--- src/rtl/get_max.sv ---
// Streams DATA_SIZE words from a 2-cycle-latency memory, copies each to an
// intermediate memory and reports the signed maximum. Define GET_MAX_ABS_EN to rank by magnitude instead.
module get_max #(
    parameter int AW        = 12,
    parameter int DW        = 32,
    parameter int DATA_SIZE = 128
) (
    input  logic          clk,
    input  logic          rst,
    input  logic          get_max_start,
    output logic          get_max_ready,
    input  logic [DW-1:0] data_in,
    output logic [AW-1:0] rd_addr,
    output logic [DW-1:0] wr_data,
    output logic [AW-1:0] wr_addr,
    output logic          wr_ena,
    output logic [DW-1:0] scale,
    input  logic          downstream_ready,
    output logic          get_max_done
);

    typedef enum logic [1:0] {IDLE, READ, DRAIN, WAIT_DS} state_t;

    localparam logic [AW-1:0] LAST = AW'(DATA_SIZE - 1);

    state_t                state;
    logic                  vld_p0, vld_p1;
    logic [AW-1:0]         addr_p0, addr_p1;
    logic signed [DW-1:0]  max_val;
    logic signed [DW-1:0]  key_p1;
    logic signed [DW-1:0]  next_max;

    // Ranking key: identity, or saturated magnitude when the abs feature is on.
    function automatic logic signed [DW-1:0] cmp_key(input logic signed [DW-1:0] d);
`ifdef GET_MAX_ABS_EN
        if (d == {1'b1, {(DW-1){1'b0}}})
            return {1'b0, {(DW-1){1'b1}}};
        else if (d < 0)
            return -d;
        else
            return d;
`else
        return d;
`endif
    endfunction

    always_comb begin
        key_p1   = cmp_key(data_in);
        next_max = max_val;
        if (addr_p1 == '0 || key_p1 > max_val)
            next_max = key_p1;
    end

    assign get_max_ready = (state == IDLE);
    assign wr_ena        = vld_p1;
    assign wr_addr       = vld_p1 ? addr_p1 : '0;
    assign wr_data       = vld_p1 ? data_in : '0;

    always_ff @(posedge clk or posedge rst) begin
        if (rst) begin
            state        <= IDLE;
            rd_addr      <= '0;
            vld_p0       <= 1'b0;
            vld_p1       <= 1'b0;
            addr_p0      <= '0;
            addr_p1      <= '0;
            max_val      <= '0;
            scale        <= '0;
            get_max_done <= 1'b0;
        end else begin
            // p0: address issued to memory; p1: its data is on data_in
            vld_p0  <= (state == READ);
            addr_p0 <= (state == READ) ? rd_addr : '0;
            vld_p1  <= vld_p0;
            addr_p1 <= addr_p0;
            if (vld_p1)
                max_val <= next_max;

            case (state)
                IDLE: begin
                    if (get_max_start) begin
                        state   <= READ;
                        rd_addr <= '0;
                    end
                end
                READ: begin
                    if (rd_addr == LAST) begin
                        state   <= DRAIN;
                        rd_addr <= '0;
                    end else begin
                        rd_addr <= rd_addr + 1'b1;
                    end
                end
                DRAIN: begin
                    // Last word arriving: result may go out on the very next cycle.
                    if (vld_p1 && addr_p1 == LAST) begin
                        state <= WAIT_DS;
                        if (downstream_ready) begin
                            get_max_done <= 1'b1;
                            scale        <= next_max;
                        end
                    end
                end
                WAIT_DS: begin
                    if (get_max_done) begin
                        get_max_done <= 1'b0;
                        scale        <= '0;
                        state        <= IDLE;
                    end else if (downstream_ready) begin
                        get_max_done <= 1'b1;
                        scale        <= max_val;
                    end
                end
                default: state <= IDLE;
            endcase
        end
    end

endmodule

--- config.mk ---
export PLATFORM = sky130hd
export DESIGN_NAME = get_max
export DESIGN_NICKNAME = d
export VERILOG_FILES = /design/src/rtl/get_max.sv
export SDC_FILE = /design/constraint.sdc
export NUM_CORES = 1
export LEC_CHECK = 0
export BUFFER_PORTS_ARGS = -buffer_cell sky130_fd_sc_hd__buf_2
export CAP_MARGIN = 20
export CORE_MARGIN = 2
export CORE_UTILIZATION = 55
export CTS_CLUSTER_SIZE = 28
export DETAILED_ROUTE_END_ITERATION = 8
export PLACE_DENSITY = 0.87
export SYNTH_ARGS = -nofsm -noshare
export SYNTH_HDL_FRONTEND = slang
export SYNTH_SLANG_ARGS = --single-unit
--- constraint.sdc ---
create_clock -name clk -period 6.4 [get_ports clk]
set_input_delay 0.64 -clock clk [delete_from_list [all_inputs] [get_ports clk]]
set_output_delay 0.64 -clock clk [all_outputs]
set_load 0.005 [all_outputs]
==> results.md <==
* Postcts setup bufs at 0
* Peak Freq at 0.271 GHz
* Final Cycle Share at 0.577
* Logic gate share of total power at 0.379
* Status: finished clean
* Clock Sinks at 105
* Ant diodes at 0
* CTS Buffer Depth at 2
* Initial core utilization at 0.567
* Syn-to-layout area delta at 16.8%
* Sequential power share at 0.417
* Sequential element share of the synthesized area at 0.474
* Layout cells sized above 1 at 0.300
* Post-synthesis average cell area at ~11 um^2
* Final hold violations at 0
* First drt pass iteration count at 4
* PostCTS Resize Cnt at 0
* Synthesized area at 5540 um^2
* ANT nets after route at 0
* Critical path class: reg2reg
* Critical Path RT at roughly 6.7 ns
* # nets final at between 600 and 700
* Critical path arrival at 3.95 ns
* Total negative slack at 0 ns
* Main synth FF type: dfrtp_1
* Reg2Reg Capture Point: max_val[31]$_DFFE_PP0P_
* Post-synth top area share at 0.474
* RSZ-0062 raised after global routing: no
* R2R Setup Slk at between 2 and 3 ns
* I/O pins at 127
* Total CTS buffers at 9
* Wire per inst at 16.7 um
* Most instantiated cells after synthesis: dfrtp_1, and2_1, inv_1
* Synth warn at 0
* Rows at 36
* Hpwl dp at 8970 um
* Max_cap viols at 0
* Clock slew at reported path FFs at 0.10 ns
* Flops & latches, synth at 105
* CTS Root Buffer Type: clkbuf_8
* Clk network pwr share at 0.204
* HP Class: in2async
* Least-Margin Pin Slew at approximately 1.1 ns
* GP Congestion at 0.813
* Vias per Instance at approximately 5.5
* Final Slew Violations at 0
* Clock Latency Late Sink at 0.37 ns
* Leak at 3.40 nW
* Maximum vdd drop at roughly 0.23 mV
* H-tree Lvls at 3
* Crit path time final at approximately 3.7 ns
* CTS tree: yes
* Final setup viols at 0
* Die area at 10,900 um^2
* Crit path launch type: flop
* CP Capture Type: flop
* Total core area at 9770 um^2
* Cell with the most instances after synthesis: dfrtp_1
* Netlist cell types at 47
* Largest net degree at the start of global routing at 67
* Ranking of synthesized cells by area: dfrtp_1, and2_1, ha_1
* Post-Syn Nets at 567
* Rel. slew slack at 0.287
* Min Hold Slack at 0.288 ns
* Vias in the first global route at 4,262
* Switch share at 0.334
* Die width at between 100 and 150 um
* Crit path max fanout at 31
* 1st-iter DRT viols at 224
* CTS hold repair buffers at 0
* Cell Pwr Density at 320 nW/um^2
* CP startpoint: max_val[31]$_DFFE_PP0P_
* Number of flops mapped to enable cells by yosys at 0
* Filler cells at 745
* First-pass GRT wire length at 20,600 um
* IO buf count at 126
* Reg2reg start: max_val[31]$_DFFE_PP0P_
* Sw Pwr at 0.000692 W
* Worst R2R Path Depth at 9
* Residual DRC count at 0
* Total Routing Usage GR at 0.235
* Total congestion overflow at 0
* Die height at 104 um
* Initial antenna violation count at 0
* Clk_skew at 0.00988 ns
* WL final at around 13,000 um
* Pint at 0.00138 W
* Cell accounting for the most synthesized area: dfrtp_1
* Mapped Cells at 494
* Async SR Flop Fraction at 1.00
* Routed via count at 4,174
## logic make-up after synthesis
| family | synth area share |
|---|---|
| buffers and inverters | 0.0502 |
| XOR/XNOR | 0.0127 |
| adder cells (fa/ha/maj) | 0.0836 |
| AND/OR/NAND/NOR | 0.175 |
| multiplexers | 0.0908 |
| AO/OA/AOI/OAI | 0.114 |
| flip-flops | 0.474 |
## cells in the final DEF, fill, tap and decap left out, drive strengths merged, types with 15 or more instances in the layout
| master | synthesis | layout |
|---|---|---|
| mux2 | 32 | 32 |
| dfrtp | 105 | 105 |
| nor2 | 25 | 25 |
| and2 | 88 | 88 |
| buf | 10 | 131 |
| nand2 | 15 | 15 |
| a21oi | 16 | 16 |
| a221o | 31 | 31 |
| inv | 42 | 45 |
| ha | 37 | 37 |
## layout make-up
cell class | instances | area [um^2] | share of cell area
inverter | 42 | 160 | 0.0248
clock buffer | 10 | 128 | 0.0197
tap | 133 | 166 | 0.0257
timing repair buffer | 131 | 668 | 0.103
sequential | 105 | 2630 | 0.406
clock inverter | 6 | 73.8 | 0.0114
multi-input combinational | 326 | 2640 | 0.409
## worst max-delay path: stages, from the launching register on
cell	delay, ns
dfrtp_1	0.37
inv_1	0.05
ha_1	0.38
nand4_1	0.21
nor3_1	0.24
a22oi_1	0.14
and2_1	0.17
o31ai_1	0.63
or3_2	0.95
mux2_2	0.41
## power groups by stage
stage | logic (W) | registers (W) | clock network [W]
global route | 0.000862 | 0.000879 | 0.000449
global placement | 0.000730 | 0.000865 | 0
detailed placement | 0.000777 | 0.000874 | 0
floorplan | 0.000659 | 0.000846 | 0
CTS | 0.000786 | 0.000862 | 0.000427
finish | 0.000785 | 0.000864 | 0.000422
## registers in the layout (all words and copies together) (netlist names)
name	count
get_max_done	1
rd_addr	12
max_val	32
vld_p0	1
addr_p1	12
addr_p0	12
scale	32
wr_ena	1
state	2
## per-layer routing
metal,GRT usage,part of all wire,vias to the layer above
met5,0,0,-
met4,0.0927,0.015,0
met3,0.0401,0.060,15
met2,0.405,0.51,137
met1,0.296,0.42,2049
li1,-,-,1973
## how the worst max path moves through the flow
stage,endpoint,slack [ns],depth (start not counted)
final,max_val[31]$_DFFE_PP0P_,2.71,9
after global routing,max_val[31]$_DFFE_PP0P_,2.41,9
after CTS,max_val[31]$_DFFE_PP0P_,2.71,9
after detailed placement,max_val[31]$_DFFE_PP0P_,2.40,9
after global placement,max_val[31]$_DFFE_PP0P_,2.57,9
after floorplan,addr_p0[0]$_DFF_PP0_,3.00,1
## through the flow
stage / setup slack (ns) / std cells / total power, W / instance area, um^2 / utilization
3_5_place_dp: 2.40 / 737 / 0.00165 / 6260 / 0.641
4_1_cts: 2.71 / 753 / 0.00208 / 6470 / 0.662
3_3_place_gp: 2.57 / 737 / 0.00159 / 6260 / 0.641
2_1_floorplan: 3.00 / 494 / 0.00150 / 5540 / -
5_1_grt: 2.41 / 753 / 0.00219 / 6470 / 0.662
6_report: 2.71 / 753 / 0.00207 / 6470 / 0.662
No activity file was read; power rests on OpenSTA's default activity.
